===== config.mk =====
export PLATFORM = sky130hd
export DESIGN_NAME = bcd_convert_scheduler
export DESIGN_NICKNAME = d
export VERILOG_FILES = /design/src/rtl/bcd_sched_pkg.sv /design/src/rtl/rr_arbiter.sv /design/src/rtl/bcd_convert_scheduler.sv
export SDC_FILE = /design/constraint.sdc
export NUM_CORES = 1
export LEC_CHECK = 0
export CAP_MARGIN = 20
export CORE_MARGIN = 10
export CORE_UTILIZATION = 46
export CTS_BUF_LIST = sky130_fd_sc_hd__clkbuf_8
export CTS_CLUSTER_DIAMETER = 100
export DETAILED_ROUTE_END_ITERATION = 10
export PLACE_DENSITY = 0.82
export SYNTH_ARGS = -nofsm -noshare
export SYNTH_HDL_FRONTEND = slang
export SYNTH_SLANG_ARGS = --single-unit

===== constraint.sdc =====
create_clock -name clk_i -period 3.9 [get_ports clk_i]
set_input_delay 0.975 -clock clk_i [delete_from_list [all_inputs] [get_ports clk_i]]
set_output_delay 0.975 -clock clk_i [all_outputs]
set_load 0.005 [all_outputs]

===== src/rtl/bcd_sched_pkg.sv =====
// Shared types and constants for the BCD converter scheduler.
package bcd_sched_pkg;

  typedef enum logic [1:0] {
    IDLE,
    START,
    WAIT,
    RESP
  } state_t;

  localparam int unsigned TIMER_W = 16;

  // Requester-id width; never below one bit so a field always exists.
  function automatic int unsigned id_w(input int unsigned n);
    return (n > 1) ? $clog2(n) : 1;
  endfunction

endpackage


===== src/rtl/rr_arbiter.sv =====
// Round-robin arbiter: grants the first set request at or after the pointer, wrapping.
module rr_arbiter
  import bcd_sched_pkg::*;
#(
  parameter int unsigned N  = 4,
  parameter int unsigned IW = id_w(N)
) (
  input  logic [N-1:0]  i_req,
  input  logic [IW-1:0] i_ptr,
  output logic [N-1:0]  o_gnt,
  output logic [IW-1:0] o_idx,
  output logic          o_valid
);

  logic [IW-1:0] w_k;

  always_comb begin
    o_gnt   = '0;
    o_idx   = '0;
    o_valid = 1'b0;
    w_k     = '0;
    for (int i = 0; i < int'(N); i++) begin
      w_k = IW'((32'(i_ptr) + 32'(i)) % N);
      if (!o_valid && i_req[w_k]) begin
        o_valid  = 1'b1;
        o_gnt[w_k] = 1'b1;
        o_idx    = w_k;
      end
    end
  end

endmodule


===== src/rtl/bcd_convert_scheduler.sv =====
// Shares one binary-to-BCD converter among NUM_REQ requesters with round-robin
// arbitration, start/done sequencing, id-tagged responses and a done watchdog.
module bcd_convert_scheduler
  import bcd_sched_pkg::*;
#(
  parameter int unsigned NUM_REQ     = 4,
  parameter int unsigned BIN_W       = 16,
  parameter int unsigned BCD_W       = 20,
  parameter int unsigned TIMEOUT_CYC = 255
) (
  input  logic                       clk_i,
  input  logic                       reset_i,
  input  logic [NUM_REQ-1:0]         req_i,
  input  logic [NUM_REQ*BIN_W-1:0]   bin_i,
  output logic [NUM_REQ-1:0]         ack_o,
  output logic                       resp_valid_o,
  output logic [$clog2(NUM_REQ)-1:0] resp_id_o,
  output logic [BCD_W-1:0]           resp_bcd_o,
  output logic                       resp_err_o,
  output logic                       conv_start_o,
  output logic [BIN_W-1:0]           conv_bin_o,
  input  logic                       conv_ready_i,
  input  logic                       conv_done_i,
  input  logic [BCD_W-1:0]           conv_bcd_i
);

  localparam int unsigned ID_W = id_w(NUM_REQ);

  state_t             r_state,  w_state_nxt;
  logic [ID_W-1:0]    r_ptr,    w_ptr_nxt;
  logic [ID_W-1:0]    r_id,     w_id_nxt;
  logic [TIMER_W-1:0] r_timer,  w_timer_nxt;
  logic [NUM_REQ-1:0] r_ack,    w_ack_nxt;
  logic               r_start,  w_start_nxt;
  logic [BIN_W-1:0]   r_bin,    w_bin_nxt;
  logic               r_rvalid, w_rvalid_nxt;
  logic [ID_W-1:0]    r_rid,    w_rid_nxt;
  logic [BCD_W-1:0]   r_rbcd,   w_rbcd_nxt;
  logic               r_rerr,   w_rerr_nxt;

  logic [NUM_REQ-1:0] w_gnt;
  logic [ID_W-1:0]    w_gnt_idx;
  logic               w_gnt_valid;
  logic [TIMER_W-1:0] w_timer_inc;

  rr_arbiter #(.N(NUM_REQ), .IW(ID_W)) u_arb (
    .i_req   (req_i),
    .i_ptr   (r_ptr),
    .o_gnt   (w_gnt),
    .o_idx   (w_gnt_idx),
    .o_valid (w_gnt_valid)
  );

  assign w_timer_inc = r_timer + TIMER_W'(1);

  // State and all output-facing registers.
  always_ff @(posedge clk_i) begin
    if (reset_i) begin
      r_state  <= IDLE;
      r_ptr    <= '0;
      r_id     <= '0;
      r_timer  <= '0;
      r_ack    <= '0;
      r_start  <= 1'b0;
      r_bin    <= '0;
      r_rvalid <= 1'b0;
      r_rid    <= '0;
      r_rbcd   <= '0;
      r_rerr   <= 1'b0;
    end else begin
      r_state  <= w_state_nxt;
      r_ptr    <= w_ptr_nxt;
      r_id     <= w_id_nxt;
      r_timer  <= w_timer_nxt;
      r_ack    <= w_ack_nxt;
      r_start  <= w_start_nxt;
      r_bin    <= w_bin_nxt;
      r_rvalid <= w_rvalid_nxt;
      r_rid    <= w_rid_nxt;
      r_rbcd   <= w_rbcd_nxt;
      r_rerr   <= w_rerr_nxt;
    end
  end

  // Next-state and next-output logic; pulses default low, data holds.
  always_comb begin
    w_state_nxt  = r_state;
    w_ptr_nxt    = r_ptr;
    w_id_nxt     = r_id;
    w_timer_nxt  = r_timer;
    w_ack_nxt    = '0;
    w_start_nxt  = 1'b0;
    w_bin_nxt    = r_bin;
    w_rvalid_nxt = 1'b0;
    w_rid_nxt    = r_rid;
    w_rbcd_nxt   = r_rbcd;
    w_rerr_nxt   = r_rerr;

    unique case (r_state)
      IDLE: begin
        if (w_gnt_valid && conv_ready_i) begin
          w_state_nxt = START;
          w_id_nxt    = w_gnt_idx;
          w_bin_nxt   = bin_i[32'(w_gnt_idx)*BIN_W +: BIN_W];
          w_ack_nxt   = w_gnt;
          w_start_nxt = 1'b1;
        end
      end
      START: begin
        w_ptr_nxt   = (r_id == ID_W'(NUM_REQ - 1)) ? '0 : r_id + ID_W'(1);
        w_timer_nxt = '0;
        w_state_nxt = WAIT;
      end
      WAIT: begin
        w_timer_nxt = w_timer_inc;
        // Done takes priority over a coincident timeout.
        if (conv_done_i) begin
          w_rbcd_nxt   = conv_bcd_i;
          w_rerr_nxt   = 1'b0;
          w_rvalid_nxt = 1'b1;
          w_rid_nxt    = r_id;
          w_state_nxt  = RESP;
        end else if (w_timer_inc == TIMER_W'(TIMEOUT_CYC)) begin
          w_rbcd_nxt   = '0;
          w_rerr_nxt   = 1'b1;
          w_rvalid_nxt = 1'b1;
          w_rid_nxt    = r_id;
          w_state_nxt  = RESP;
        end
      end
      RESP: begin
        w_state_nxt = IDLE;
      end
      default: begin
        w_state_nxt = IDLE;
      end
    endcase
  end

  assign ack_o        = r_ack;
  assign conv_start_o = r_start;
  assign conv_bin_o   = r_bin;
  assign resp_valid_o = r_rvalid;
  assign resp_id_o    = r_rid;
  assign resp_bcd_o   = r_rbcd;
  assign resp_err_o   = r_rerr;

endmodule


==> results <==
- The multi-input combinational cell area is 2180 um2.
- 137 I/O pins were placed.
- The share of final-layout standard cells stronger than drive strength 1 is 8.96%.
- The cell area after synthesis is 3730 um2.
- The worst hold path belongs to the class reg2reg.
- For the final routed database, the setup TNS stands at 0 ns.
- The share of flip-flops with an asynchronous set or reset after synthesis is 0%.
- Across all register-to-register paths, the minimum setup slack is 0.65 ns.
- The layout has 603 filler cells.
- The run finished with clean final reports.
- The post-route clock skew is 0.00988 ns.
- The fraction of the yosys area taken by sequential cells is 36.0%.
- The worst pin sits at a relative slew slack of 41.0%.
- In the global route stage, overall resource usage came out at 18.2%.
- The distinct cell type count of the synthesized netlist is 62.
- The clock tree synthesis step divided the H-tree into 3 levels.
- Input and output buffers added on the ports amount to 136.
- In the final layout, flip-flops and latches occupy 1340 um2.
- The total power is 2.77 mW.
- The worst hold path cell count is 2.
- The capture instance of the worst register-to-register path is resp_bcd_o[5]$_SDFFE_PP0P_.
- The worst-margin pin slew is 0.885 ns.
- The highest net fanout along the worst path is 16.
- The number of endpoints with negative hold slack in the final report is 0.
- Setup violations remaining at the end of the flow were counted as 0.
- The number of flops mapped to enable cells by yosys is 0.
- Leaving out fill and tap cells, the most frequent cell in the layout is sky130_fd_sc_hd__clkdlybuf4s50_1.
- The largest stage delay on the critical path is 0.62 ns.
- In the layout the commonest cells are sky130_fd_sc_hd__clkdlybuf4s50_1 (136), sky130_fd_sc_hd__dfxtp_1 (67), sky130_fd_sc_hd__nand2_1 (50).
- After the first detailed-routing iteration, the DRC count stood at 200.
- The most used flip-flop cell after synthesis is sky130_fd_sc_hd__dfxtp_1.
- Buffers added to address setup during post-CTS repair amount to 0.
- Summed over all layers, the global routing overflow is 0.
- The type of element launching the critical path is an input port.
- The TritonCTS clock tree is built.
- Clock-pin slew was measured on the worst setup and hold paths at 0.07 ns.
- For this design the ratio of total power to cell area is 516 nW/um2.
- The area of the placeable core is 7810 um2.
- The routed via count divided by cell count is 5.54.
- The maximum frequency from static timing analysis is 304 MHz.
- The number of hold buffers added after CTS was 0.
- The die covers 12100 um2.
- Clock tree synthesis found a total of 67 sinks.
- The arrival time reported for the critical path endpoint is 3.54 ns.
- The detail route stage leaves a number of antenna-violating nets equal to 0.
- The layer flagged by global routing as most heavily used is met2.
- The register bit count reported by yosys is 67.
- The via count of the first global-routing pass is 3688.
- For met1 alone, demand over resource in global routing was 20.5%.
- The pin count of the biggest net entering global routing is 29.
- The number of buffers created by CTS is 9.
- Relative to the synthesized area, the layout overhead comes to 44.0%.
- The die width is 110 um.
- The worst setup path is captured at a flop.
- The startpoint identified for the worst register-to-register timing path is r_timer[1]$_SDFFE_PP0P_.
- The count of instances resized after the clock tree is built is 0.
- Setup repair after global routing left no endpoint under its margin.
- The number of buffer and inverter instances along the worst setup path is 1.
- The count of final max-slew check failures was 0.
- The leakage power of the design is 2.07 nW.
- The critical path in this run is classified as in2reg.
- The antenna diode count is 0.
- At the worst endpoint, the required time is 4.15 ns.
- The total detailed-routing wirelength is 11400 um.
- Routability-driven placement finished with a final weighted congestion of 0.864.
- The signal on the critical path passes through clkdlybuf4s50_1 -> and3b_1 -> a21oi_1 -> o31a_1 -> o22ai_1 -> o21bai_1 -> nand3_1 -> o221ai_1.
- In the final design database the tool counted 660 nets.
- The initial antenna violation count came to 0.
- For this run, global-route usage on met2 was measured as 30.2%.
- The final routed wire length divided by cell count is 17.3 um.
- The cell count after synthesis came out at 424.
- The ratio of final minimum period to clock period is 84.3%.
- The initial standard-cell utilization of the core is 47.7%.
- The post-synthesis average cell area is 8.79 um2.
- At the placement stage, the worst setup path has a slack of 0.242 ns.
- The max-capacitance violation count is 0.
- The standard-cell row count is 32.
- The first global-routing pass estimated 17800 um of wire.
- Measured along the y axis, the die boundary spans 110 um.
- The count of yosys warnings during synthesis is 0.
- The worst hold path begins at conv_bin_o[14]$_SDFFE_PP0P_.
- The first TritonRoute pass finished after 5 iterations.
- The final routed DRC violation total is 0.
- The longest clock path from root to sink contains 2 buffers.
- The cell family contributing the most delay on the critical path is compound AO/OA/AOI/OAI gates.
- The tree is rooted in a sky130_fd_sc_hd__clkbuf_8.
- IR analysis of the VDD net gives a maximum drop of 0.288 mV.
- The worst path in the final design needs a cycle of 3.29 ns, including I/O delays and setup.
- The half-perimeter wire length after placement is 8860 um.
- In the post-route analysis, the smallest setup slack over all paths is 0.612 ns.
- The met3 usage in global routing is 7.84%.
- For the worst flop-to-flop path, the logic depth is 8.
- The number of nets in the synthesized netlist is 531.
- The routed layout has 3659 vias.
- The source-to-sink clock delay at the later pin of the worst-skew pair is 0.35 ns.
- The critical-path cell with the highest stage delay is sky130_fd_sc_hd__clkdlybuf4s50_1.
- For hold timing, the worst endpoint is conv_bin_o[14]$_SDFFE_PP0P_.
[tightest hold or removal path, stage by stage (launching register included)]
cell	delay, ns
sky130_fd_sc_hd__dfxtp_1	0.33
sky130_fd_sc_hd__nand2_1	0.05
sky130_fd_sc_hd__o221ai_1	0.05
[through the flow]
| step | hold WS [ns] | instance area, um2 | instances | util [%] |
|---|---|---|---|---|
| after floorplan | 0.457 | 3730 | 424 | - |
| after global placement | 0.444 | 5130 | 644 | 65.8 |
| after detailed placement | 0.451 | 5130 | 644 | 65.8 |
| after CTS | 0.468 | 5360 | 660 | 68.7 |
| after global routing | 0.495 | 5360 | 660 | 68.7 |
| final | 0.466 | 5360 | 660 | 68.7 |
[per-layer routing]
layer  share of wire, %  routed length [um]
met1                 39                4470
met2                 49                5630
met3                 10                1160
met4                1.2                 136
met5                  0                   0
[kinds of logic after synthesis]
family | after synthesis | share of synthesized area [%]
AND/OR/NAND/NOR | 140 | 18.3
AO/OA/AOI/OAI | 116 | 23.2
flip-flops | 67 | 36.0
buffers and inverters | 43 | 5.98
multiplexers | 39 | 10.5
adder cells (fa/ha/maj) | 15 | 5.04
XOR/XNOR | 4 | 0.940
[synth_stat cells (all sizes together), types with 2 or more instances]
cell / instances / area, um2
nor2b: 2 / 12.5
inv: 17 / 63.8
clkbuf: 17 / 83.8
xnor2: 3 / 26.3
o41ai: 2 / 36.3
a221o: 4 / 40.0
o21ai: 12 / 63.8
and3: 2 / 13.8
mux2: 2 / 22.5
a22oi: 5 / 37.5
or4: 2 / 20.0
o31ai: 3 / 22.5
o22ai: 3 / 18.8
nor4: 3 / 33.8
or2: 3 / 18.8
nand3: 12 / 75.1
a211oi: 3 / 22.5
o21a: 4 / 30.0
a21oi: 30 / 154
o211ai: 2 / 15.0
or3: 2 / 15.0
nand4: 3 / 25.0
ha: 15 / 188
dfxtp: 67 / 1340
buf: 7 / 56.3
a22o: 20 / 175
mux2i: 37 / 370
a21bo: 3 / 30.0
o221ai: 17 / 149
nand2: 50 / 188
nor2: 41 / 156
nor3: 14 / 70.1
[registers in the layout, summed over array words and instances (netlist names), 2 cells and up]
| register | cells |
|---|---|
| ack_o | 4 |
| r_id | 2 |
| resp_id_o | 2 |
| conv_bin_o | 16 |
| r_state | 2 |
| r_timer | 16 |
| r_ptr | 2 |
| resp_bcd_o | 20 |
[where the power goes]
| group | internal, mW | leakage (nW) | switching [mW] |
|---|---|---|---|
| Sequential | 0.791 | 0.544 | 0.0656 |
| Combinational | 0.590 | 1.42 | 0.644 |
| Clock | 0.371 | 0.113 | 0.304 |
| Total | 1.75 | 2.07 | 1.01 |
[how the worst max path moves through the flow]
stage | startpoint | to | slack (ns) | cells past startpoint
2_1_floorplan | r_ptr[1]$_SDFFE_PP0N_ | conv_bin_o[10]$_SDFFE_PP0P_ | 0.76 | 11
3_3_place_gp | req_i[0] | conv_bin_o[12]$_SDFFE_PP0P_ | 0.40 | 8
3_5_place_dp | req_i[0] | conv_bin_o[0]$_SDFFE_PP0P_ | 0.24 | 8
4_1_cts | req_i[0] | conv_bin_o[5]$_SDFFE_PP0P_ | 0.64 | 8
5_1_grt | req_i[0] | conv_bin_o[5]$_SDFFE_PP0P_ | 0.36 | 8
6_report | req_i[0] | conv_bin_o[5]$_SDFFE_PP0P_ | 0.61 | 8
[cell type report]
cell class / count / share of cell area [%]
flip-flops and latches: 67 / 25.0
clock inverters: 7 / 1.96
multi-input cells: 314 / 40.7
clock buffers: 9 / 2.31
well taps: 102 / 2.38
inverters: 17 / 1.19
repair buffers: 144 / 26.5
(Power assumes the default switching activity.)
